**src/rtl/lsu_pkg.sv**
```systemverilog
// Shared definitions for the load/store unit.
//   - RV32I funct3 encodings for loads and stores
//   - FSM state encoding
//   - access_err(): decode of misaligned/unsupported requests
package lsu_pkg;

    localparam logic [2:0] F3_B  = 3'd0;
    localparam logic [2:0] F3_H  = 3'd1;
    localparam logic [2:0] F3_W  = 3'd2;
    localparam logic [2:0] F3_BU = 3'd4;
    localparam logic [2:0] F3_HU = 3'd5;

    localparam logic [2:0] ST_IDLE   = 3'd0;
    localparam logic [2:0] ST_LOAD   = 3'd1;
    localparam logic [2:0] ST_WRITE  = 3'd2;
    localparam logic [2:0] ST_RMW_RD = 3'd3;
    localparam logic [2:0] ST_RMW_WR = 3'd4;
    localparam logic [2:0] ST_RESP   = 3'd5;

    typedef enum logic [2:0] {
        S_IDLE   = ST_IDLE,
        S_LOAD   = ST_LOAD,
        S_WRITE  = ST_WRITE,
        S_RMW_RD = ST_RMW_RD,
        S_RMW_WR = ST_RMW_WR,
        S_RESP   = ST_RESP
    } lsu_state_e;

    // Unsigned variants only exist for loads, so a store with funct3 4/5
    // is treated as unsupported.
    function automatic logic access_err(input logic       store,
                                        input logic [2:0] f3,
                                        input logic [1:0] addr_lo);
        logic err;
        case (f3)
            F3_B:    err = 1'b0;
            F3_H:    err = addr_lo[0];
            F3_W:    err = (addr_lo != 2'b00);
            F3_BU:   err = store;
            F3_HU:   err = store | addr_lo[0];
            default: err = 1'b1;
        endcase
        return err;
    endfunction

endpackage

```
**src/rtl/lsu_if.sv**
```systemverilog
// Request/response handshake between the execute stage (master) and the
// load/store unit (slave).
//   req_valid/req_ready      : request handshake
//   req_store/funct3/addr/wdata : request payload, latched at acceptance
//   resp_valid/rdata/err     : one-cycle completion pulse and result
interface lsu_if #(parameter int ADDR_W = 9);

    logic              req_valid;
    logic              req_ready;
    logic              req_store;
    logic [2:0]        req_funct3;
    logic [ADDR_W-1:0] req_addr;
    logic [31:0]       req_wdata;
    logic              resp_valid;
    logic [31:0]       resp_rdata;
    logic              resp_err;

    modport master (
        output req_valid, req_store, req_funct3, req_addr, req_wdata,
        input  req_ready, resp_valid, resp_rdata, resp_err
    );

    modport slave (
        input  req_valid, req_store, req_funct3, req_addr, req_wdata,
        output req_ready, resp_valid, resp_rdata, resp_err
    );

endinterface

```
**src/rtl/lsu_align.sv**
```systemverilog
// Combinational lane handling for sub-word accesses.
//   rdata     : word read from memory
//   addr_lo   : byte offset within the word
//   funct3    : access size / signedness
//   wdata     : low store data (sb uses [7:0], sh uses [15:0])
//   load_data : selected lane, sign- or zero-extended (lw passes through)
//   merged    : rdata with the store lane replaced, for read-modify-write
module lsu_align
    import lsu_pkg::*;
(
    input  logic [31:0] rdata,
    input  logic [1:0]  addr_lo,
    input  logic [2:0]  funct3,
    input  logic [15:0] wdata,
    output logic [31:0] load_data,
    output logic [31:0] merged
);

    logic [7:0]  byte_sel;
    logic [15:0] half_sel;

    always_comb begin
        byte_sel = rdata[{addr_lo, 3'b000} +: 8];
        half_sel = rdata[{addr_lo[1], 4'b0000} +: 16];

        case (funct3)
            F3_B:    load_data = {{24{byte_sel[7]}}, byte_sel};
            F3_H:    load_data = {{16{half_sel[15]}}, half_sel};
            F3_BU:   load_data = {24'd0, byte_sel};
            F3_HU:   load_data = {16'd0, half_sel};
            default: load_data = rdata;
        endcase

        merged = rdata;
        if (funct3 == F3_B) begin
            merged[{addr_lo, 3'b000} +: 8] = wdata[7:0];
        end else if (funct3 == F3_H) begin
            merged[{addr_lo[1], 4'b0000} +: 16] = wdata;
        end
    end

endmodule

```
**src/rtl/load_store_unit.sv**
```systemverilog
// Load/store unit: initiator side of the word-organised data memory.
// Handles one RV32I load/store at a time; sub-word stores use
// read-modify-write.
//   clk, reset : clock, synchronous active-high reset
//   bus        : request/response handshake (lsu_if slave)
//   MemRead    : memory read strobe
//   MemWrite   : memory write strobe
//   mem_addr   : word-aligned byte address
//   mem_wdata  : word to write
//   mem_rdata  : combinational read data for mem_addr
//
// state  | meaning
// -------+--------------------------------------------------
// IDLE   | ready for a request
// LOAD   | MemRead, capture extended load lane
// WRITE  | MemWrite of full word (sw)
// RMW_RD | MemRead, capture word merged with store lane
// RMW_WR | MemWrite of merged word
// RESP   | one-cycle response pulse
module load_store_unit
    import lsu_pkg::*;
#(
    parameter int ADDR_W = 9
) (
    input  logic              clk,
    input  logic              reset,
    lsu_if.slave              bus,
    output logic              MemRead,
    output logic              MemWrite,
    output logic [ADDR_W-1:0] mem_addr,
    output logic [31:0]       mem_wdata,
    input  logic [31:0]       mem_rdata
);

    lsu_state_e        state_q, state_d;
    logic              store_q;
    logic [2:0]        f3_q;
    logic [ADDR_W-1:0] addr_q;
    logic [31:0]       wdata_q;
    logic [31:0]       data_q, data_d;
    logic              err_q, err_d;

    logic              accept;
    logic [31:0]       load_data;
    logic [31:0]       merged;

    assign accept = bus.req_valid && (state_q == S_IDLE);

    lsu_align u_align (
        .rdata     (mem_rdata),
        .addr_lo   (addr_q[1:0]),
        .funct3    (f3_q),
        .wdata     (wdata_q[15:0]),
        .load_data (load_data),
        .merged    (merged)
    );

    always_ff @(posedge clk) begin
        if (reset) begin
            state_q <= S_IDLE;
            store_q <= 1'b0;
            f3_q    <= 3'd0;
            addr_q  <= '0;
            wdata_q <= 32'd0;
            data_q  <= 32'd0;
            err_q   <= 1'b0;
        end else begin
            state_q <= state_d;
            data_q  <= data_d;
            err_q   <= err_d;
            if (accept) begin
                store_q <= bus.req_store;
                f3_q    <= bus.req_funct3;
                addr_q  <= bus.req_addr;
                wdata_q <= bus.req_wdata;
            end
        end
    end

    always_comb begin
        state_d = state_q;
        data_d  = data_q;
        err_d   = err_q;
        case (state_q)
            S_IDLE: begin
                if (accept) begin
                    err_d  = access_err(bus.req_store, bus.req_funct3, bus.req_addr[1:0]);
                    data_d = 32'd0;
                    if (err_d) begin
                        state_d = S_RESP;
                    end else if (!bus.req_store) begin
                        state_d = S_LOAD;
                    end else if (bus.req_funct3 == F3_W) begin
                        state_d = S_WRITE;
                    end else begin
                        state_d = S_RMW_RD;
                    end
                end
            end
            S_LOAD: begin
                data_d  = load_data;
                state_d = S_RESP;
            end
            S_WRITE:  state_d = S_RESP;
            S_RMW_RD: begin
                data_d  = merged;
                state_d = S_RMW_WR;
            end
            S_RMW_WR: state_d = S_RESP;
            S_RESP:   state_d = S_IDLE;
            default:  state_d = S_IDLE;
        endcase
    end

    // Strobes come straight from the state register; gating with reset keeps
    // a reset landing in RMW_WR from corrupting memory.
    assign MemRead  = !reset && ((state_q == S_LOAD)  || (state_q == S_RMW_RD));
    assign MemWrite = !reset && ((state_q == S_WRITE) || (state_q == S_RMW_WR));

    assign mem_addr  = {addr_q[ADDR_W-1:2], 2'b00};
    assign mem_wdata = (state_q == S_RMW_WR) ? data_q : wdata_q;

    // data_q carries the merged word for sub-word stores, so the result is
    // masked for stores.
    assign bus.req_ready  = (state_q == S_IDLE);
    assign bus.resp_valid = (state_q == S_RESP);
    assign bus.resp_err   = (state_q == S_RESP) && err_q;
    assign bus.resp_rdata = ((state_q == S_RESP) && !store_q) ? data_q : 32'd0;

endmodule

```
**src/flat_wrapper.sv**
```systemverilog
// flat-port wrapper written by rule: the top's interface ports become plain ports
module load_store_unit_flat import lsu_pkg::*;
#(
    parameter int ADDR_W = 9
)
  (clk, reset, MemRead, MemWrite, mem_addr, mem_wdata, mem_rdata, bus_req_valid, bus_req_store, bus_req_funct3, bus_req_addr, bus_req_wdata, bus_req_ready, bus_resp_valid, bus_resp_rdata, bus_resp_err);
  lsu_if #(.ADDR_W(ADDR_W)) bus_i ();
  input  logic clk;
  input  logic reset;
  output logic MemRead;
  output logic MemWrite;
  output logic [ADDR_W-1:0] mem_addr;
  output logic [31:0] mem_wdata;
  input  logic [31:0] mem_rdata;
  input wire logic [$bits(bus_i.req_valid)-1:0] bus_req_valid;
  input wire logic [$bits(bus_i.req_store)-1:0] bus_req_store;
  input wire logic [$bits(bus_i.req_funct3)-1:0] bus_req_funct3;
  input wire logic [$bits(bus_i.req_addr)-1:0] bus_req_addr;
  input wire logic [$bits(bus_i.req_wdata)-1:0] bus_req_wdata;
  output wire logic [$bits(bus_i.req_ready)-1:0] bus_req_ready;
  output wire logic [$bits(bus_i.resp_valid)-1:0] bus_resp_valid;
  output wire logic [$bits(bus_i.resp_rdata)-1:0] bus_resp_rdata;
  output wire logic [$bits(bus_i.resp_err)-1:0] bus_resp_err;
  assign bus_i.req_valid = bus_req_valid;
  assign bus_i.req_store = bus_req_store;
  assign bus_i.req_funct3 = bus_req_funct3;
  assign bus_i.req_addr = bus_req_addr;
  assign bus_i.req_wdata = bus_req_wdata;
  assign bus_req_ready = bus_i.req_ready;
  assign bus_resp_valid = bus_i.resp_valid;
  assign bus_resp_rdata = bus_i.resp_rdata;
  assign bus_resp_err = bus_i.resp_err;
  load_store_unit #(.ADDR_W(ADDR_W)) u_core (.clk(clk), .reset(reset), .bus(bus_i), .MemRead(MemRead), .MemWrite(MemWrite), .mem_addr(mem_addr), .mem_wdata(mem_wdata), .mem_rdata(mem_rdata));
endmodule
```
**config.mk**
```make
export PLATFORM = sky130hd
export DESIGN_NAME = load_store_unit_flat
export DESIGN_NICKNAME = d
export VERILOG_FILES = /design/src/rtl/lsu_pkg.sv /design/src/rtl/lsu_if.sv /design/src/rtl/lsu_align.sv /design/src/rtl/load_store_unit.sv /design/src/flat_wrapper.sv
export SDC_FILE = /design/constraint.sdc
export NUM_CORES = 1
export LEC_CHECK = 0
export CORE_ASPECT_RATIO = 0.75
export CORE_MARGIN = 2
export CORE_UTILIZATION = 53
export DETAILED_ROUTE_END_ITERATION = 10
export GPL_ROUTABILITY_DRIVEN = 1
export GPL_TIMING_DRIVEN = 1
export PLACE_DENSITY = 0.95
export SLEW_MARGIN = 20
export SYNTH_ARGS = -nofsm -noshare
export SYNTH_HDL_FRONTEND = slang
export SYNTH_SLANG_ARGS = --single-unit
```
**constraint.sdc**
```tcl
create_clock -name clk -period 4.8 [get_ports clk]
set_input_delay 0.72 -clock clk [delete_from_list [all_inputs] [get_ports clk]]
set_output_delay 0.72 -clock clk [all_outputs]
set_load 0.02 [all_outputs]
```
==> impl_metrics.ini, run 1 <==
[drt]
wirelength_microns = 18800
vias_per_cell = 6.28
antenna_left = 0
dr_total_vias = 6126
first_iter_violations = 700
drc = 0
wl_per_cell_microns = 19.3
firstDrtPassIters = 7

[power_and_ir_drop]
power.density_nw_per_um2 = 291
p_comb_share_pct = 31.2
p_leak_nw = 2.55
p_sw_mw = 0.733
ir_drop_mv = 0.247
p_int_mw = 1.39
p_clk_share_pct = 31.2
sw_frac_of_total_pct = 34.6
p_seq_share_pct = 37.5

[job]
maxCapViolCount = 0

[placement]
post_dp_cell_area_sq_um = 6990
place_congestion = 1.01
dp_cells = 960
io_buffers = 155
pre_cts_ws_ns = 1.57
dp_hpwl_microns = 13300

[synth]
ys_warn_count = 0
synth_edf_count = 0
synth.yosys.seq_area_share_pct = 29.3
ys.flop_type = dfxtp_1
syn_inst = 731
ys_types = 50
ys_ff_latch = 81
async_reset_ff_share_pct = 0
syn_area_sq_um = 5530
avgSynthCellArea_sq_um = 7.57

[floorplan]
num_rows = 32
initial_core_util_pct = 54.2
ios = 158
die_h_microns = 92.5
dieArea_sq_um = 11300
die_x_microns = 122
fp.coreArea_sq_um = 10200

[status]
status = completed

[cts]
cts_buffer_depth = 2
clock_latency_ns = 0.34
clock-sinks = 81
clk_pin_slew_ns = 0.06
clockRootBuffer = clkbuf_16
post_cts_buffers = 0
cts_tree = yes
numCtsBuffers = 9
postCtsHoldBufs = 0
cts_max_level = 3
ctsResizeCount = 0

[final_layout]
n_fill_cell = 830
area_delta_synth_final_pct = 31.6
fin_nets = 920
fin_util_pct = 71.3
finalInstanceArea_sq_um = 7280
n_antenna_cell = 0
drive_gt1_share_pct = 10.5
instances_no_fill = 976

[worst_setup_path]
r2r-start = u_core.addr_q[0]$_SDFFE_PP0P_
rrSetupSlack_ns = 1.86
worst-r2r-cell-count = 7
critPathRequiredTime_ns = 4.08
crit_path_end_kind = output pin
endpoint = bus_resp_rdata[2]
worstSetupPathType = flip-flop to output pin
startpoint = u_core.state_q[0]$_SDFFE_PP0P_
crit_path_start_kind = flip-flop
reg2reg_to = u_core.data_q[16]$_SDFFE_PP0P_
cp.arrival_ns = 2.89
critical_path.max_fanout = 20

[sta]
finalSetupTns_ns = 0
fmax_mhz = 277
period_share_pct = 75.2
final-setup-viol-count = 0
rsz0062_at_grt = no
relSlewSlack_pct = 21.0
worst_slack_ns = 1.19
fin_crit_ns = 3.61
hold_violations = 0
skew_ns = 0.00511
timing.final.max_slew_violations = 0
worst_pin_slew_ns = 1.18

[global_route]
grt_max_degree = 67
grt_remaining_overflow = 0
antenna_found_initial = 0
grt_pass1_vias = 5663
grt_pass1_wl_microns = 29500
grt_util_all_layers_pct = 32.9

[hold_path]
min_path_type = flip-flop to flip-flop
[cell families (layout without fill, tap and decap cells)]
family	Yosys count	in the layout	synth area share [%]
mux	42	42	8.53
fa+ha+maj	5	5	1.13
xor+xnor	1	1	0.158
other cells	1	2	0.0678
flops	81	81	29.3
compound gates	236	236	29.1
simple gates	281	281	24.5
buf+inv	84	192	7.13
[state kept, by name, indices dropped and copies added, names as in the netlist]
name and count:
u_core.addr_q 9, u_core.data_q 32, u_core.err_q 1, u_core.f3_q 3, u_core.state_q 3, u_core.store_q 1, u_core.wdata_q 32
[Yosys cell counts, drive strengths merged, types with 16 or more instances]
cell    number  area [sq um]
a211oi      25           188
a21oi       66           334
a221o       16           160
a221oi      27           236
and2        37           231
buf         37           218
clkbuf      38           143
dfxtp       81          1620
mux2        41           462
nand2      126           473
nand2b      28           175
nor2        42           158
o21ai       51           255
o22ai       20           125
[how the worst min path moves through the flow]
stage | startpoint | end | cells after the start
after floorplan | u_core.err_q$_SDFFE_PP0P_ | u_core.err_q$_SDFFE_PP0P_ | 2
after global placement | u_core.err_q$_SDFFE_PP0P_ | u_core.err_q$_SDFFE_PP0P_ | 2
after detailed placement | u_core.wdata_q[19]$_SDFFE_PP0P_ | u_core.wdata_q[19]$_SDFFE_PP0P_ | 2
after CTS | u_core.wdata_q[19]$_SDFFE_PP0P_ | u_core.wdata_q[19]$_SDFFE_PP0P_ | 2
after global routing | u_core.wdata_q[26]$_SDFFE_PP0P_ | u_core.wdata_q[26]$_SDFFE_PP0P_ | 2
final | u_core.addr_q[2]$_SDFFE_PP0P_ | u_core.addr_q[2]$_SDFFE_PP0P_ | 2
[layer usage]
layer | vias to the layer above | part of all wire, % | wire, microns | GRT usage, %
met4 | 0 | 3.4 | 636 | 12.0
li1 | 2854 | - | - | -
met5 | - | 0 | 0 | 0
met2 | 422 | 44 | 8210 | 50.8
met1 | 2784 | 41 | 7660 | 44.0
met3 | 66 | 12 | 2280 | 8.87
[worst max-delay path, stage by stage (launching register included)]
cell             delay [ns]
dfxtp_1                0.50
nand2_1                0.14
nor3_2                 0.76
buf_4                  0.36
and2_1                 0.17
clkdlybuf4s50_1        0.60
[final cells by class]
class,instances,area [sq um],area share (%)
Inverter,9,33.8,0.464
Clock buffer,9,225,3.09
Multi-Input combinational cell,567,3530,48.5
Timing Repair Buffer,167,1640,22.5
Sequential cell,81,1620,22.3
Tap cell,136,170,2.34
Clock inverter,7,61.3,0.842
[power by group through the flow]
stage / Sequential, mW / Combinational (mW) / Clock (mW)
floorplan: 0.773 / 0.429 / 0
global placement: 0.804 / 0.633 / 0
detailed placement: 0.807 / 0.644 / 0
CTS: 0.792 / 0.649 / 0.670
global route: 0.802 / 0.709 / 0.694
finish: 0.796 / 0.661 / 0.662
[placed cells by master, fill, tap and decap left out, types with 2 or more instances in the layout]
master | netlist | layout
clkinvlp_4 | 0 | 2
or3_1 | 9 | 9
a211oi_1 | 25 | 25
o2bb2ai_1 | 4 | 4
and2_1 | 37 | 36
inv_1 | 8 | 8
a221o_1 | 16 | 16
nor3_1 | 11 | 10
a311oi_2 | 8 | 8
a21oi_1 | 65 | 65
a221oi_1 | 27 | 27
or4_1 | 6 | 6
mux2_2 | 41 | 41
nand2b_1 | 28 | 28
a21boi_0 | 3 | 3
nand3_1 | 11 | 11
nand2_1 | 126 | 126
clkinv_4 | 0 | 2
nor3b_2 | 2 | 3
clkdlybuf4s50_1 | 0 | 154
a211o_1 | 5 | 5
ha_1 | 5 | 5
o21ai_0 | 51 | 51
clkbuf_16 | 0 | 9
buf_4 | 11 | 12
a32oi_1 | 3 | 3
nor2_1 | 42 | 42
conb_1 | 1 | 2
o22ai_1 | 20 | 20
inv_6 | 0 | 2
a22oi_1 | 2 | 2
dfxtp_1 | 81 | 80
[through the flow]
stage          hold WS [ns]  power, mW
2_1_floorplan         0.432       1.20
3_5_place_dp          0.447       1.45
4_1_cts               0.456       2.11
3_3_place_gp          0.440       1.44
5_1_grt               0.472       2.21
6_report              0.453       2.12
No activity file was read; power rests on OpenSTA's default activity.
==> inputs of run 2 (changes only) <==
Settings changed: CORE_UTILIZATION 53 to 49, PLACE_DENSITY 0.95 to 0.93.
Clock period 4.8 ns to 3.7 ns, I/O delays scaled along.
==> impl_metrics.ini, run 2 (synthesis results as in run 1) <==
[cts]
post_cts_buffers = 0
clockRootBuffer = clkbuf_16
cts_max_level = 3
cts_tree = yes
clock-sinks = 81
cts_buffer_depth = 2
postCtsHoldBufs = 0
clock_latency_ns = 0.34
numCtsBuffers = 9
ctsResizeCount = 0
clk_pin_slew_ns = 0.06

[worst_setup_path]
crit_path_max_incr_delay_ns = 0.61
crit_path_start_kind = flip-flop
crit_path_end_kind = output pin
crit_slowest_cell = clkdlybuf4s50_1
crit_chain = nand2_1, nor3_2, buf_4, and2_1, clkdlybuf4s50_1
critPathRequiredTime_ns = 3.14
worst-r2r-cell-count = 7
cp.arrival_ns = 2.41
worstSetupPathType = flip-flop to output pin
critical_path.max_fanout = 28

[status]
status = completed

[sta]
hold_violations = 0
skew_ns = 0.00755
worst_slack_ns = 0.738
fin_crit_ns = 2.96
finalSetupTns_ns = 0
final-setup-viol-count = 0
period_share_pct = 80.1
worst_pin_slew_ns = 0.909
relSlewSlack_pct = 39.3
timing.final.max_slew_violations = 0
rsz0062_at_grt = no
fmax_mhz = 338

[drt]
drc = 0
first_iter_violations = 601
antenna_left = 0
firstDrtPassIters = 7
vias_per_cell = 6.18
dr_total_vias = 6052
wirelength_microns = 19000
wl_per_cell_microns = 19.4

[placement]
dp_hpwl_microns = 13100
place_congestion = 1.01
pre_cts_ws_ns = 1.08
io_buffers = 155

[floorplan]
die_h_microns = 96.0
fp.coreArea_sq_um = 11000
die_x_microns = 127
dieArea_sq_um = 12200
initial_core_util_pct = 50.4
num_rows = 33
ios = 158

[global_route]
grt_util_all_layers_pct = 30.7
grt_pass1_wl_microns = 29500
grt_pass1_vias = 5526
grt_remaining_overflow = 0
grt_max_degree = 60
antenna_found_initial = 0

[final_layout]
final_common_cell = clkdlybuf4s50_1
largestRegisters = u_core.data_q: 32 flops, u_core.wdata_q: 32 flops, u_core.addr_q: 9 flops
fin_util_pct = 66.5
fin_nets = 921
final_cell_mix = clkdlybuf4s50_1 (154), nand2_1 (126), dfxtp_1 (80)
drive_gt1_share_pct = 10.4
n_antenna_cell = 0
n_fill_cell = 905
area_delta_synth_final_pct = 32.0

[hold_path]
min_path_cells = 2
min_path_type = flip-flop to flip-flop

[job]
maxCapViolCount = 0

[power_and_ir_drop]
p_leak_nw = 2.56
power.density_nw_per_um2 = 382
ir_drop_mv = 0.248
run 2: cell types whose count changed in the layout (fill, tap and decap cells not counted), sizes merged:
cell | before | now
clkinv | 2 | 1
clkbuf | 9 | 11
clkinvlp | 2 | 1
bufinv | 0 | 1
buf | 13 | 14
inv | 12 | 10
run 2: cell type report:
class | count | area (sq um) | area share (%)
clock buffers | 11 | 243 | 3.32
clock inverters | 4 | 51.3 | 0.703
inverters | 9 | 33.8 | 0.463
multi-input cells | 567 | 3530 | 48.4
flip-flops and latches | 81 | 1620 | 22.2
well taps | 140 | 175 | 2.40
repair buffers | 168 | 1640 | 22.5
run 2: worst max-delay path, delay by kind of cell (launching register included):
| family | cells | cell delay (ns) |
|---|---|---|
| flops | 1 | 0.51 |
| buf+inv | 2 | 0.97 |
| simple gates | 3 | 0.57 |
run 2: routing by layer:
| layer | global-route usage [%] | share of wire, % | up-vias |
|---|---|---|---|
| met3 | 8.34 | 11 | 64 |
| met4 | 12.7 | 3.6 | 0 |
| met5 | 0 | 0 | - |
| met1 | 41.4 | 43 | 2749 |
| li1 | - | - | 2852 |
| met2 | 46.8 | 43 | 387 |
run 2: stage by stage:
step	std cells	cell area [sq um]	hold slack, ns	power, mW
2_1_floorplan	732	5540	0.432	1.56
3_3_place_gp	965	7010	0.440	1.87
3_5_place_dp	965	7010	0.444	1.88
4_1_cts	980	7300	0.452	2.78
5_1_grt	980	7300	0.469	2.90
6_report	980	7300	0.452	2.79
run 2: path summary, 6_finish.rpt:
path / start / endpoint / slack [ns]
worst max-delay path: u_core.state_q[0]$_SDFFE_PP0P_ / bus_resp_rdata[22] / 0.74
worst min-delay path: u_core.addr_q[4]$_SDFFE_PP0P_ / u_core.addr_q[4]$_SDFFE_PP0P_ / 0.45
worst max register to register: u_core.addr_q[0]$_SDFFE_PP0P_ / u_core.data_q[5]$_SDFFE_PP0P_ / 0.93
worst min register to register: u_core.addr_q[4]$_SDFFE_PP0P_ / u_core.addr_q[4]$_SDFFE_PP0P_ / 0.45
run 2: report_power, final:
group | total (mW) | switching (mW) | internal (mW)
Combinational | 0.851 | 0.467 | 0.384
Clock | 0.901 | 0.362 | 0.539
Sequential | 1.03 | 0.0857 | 0.948
Total | 2.79 | 0.915 | 1.87
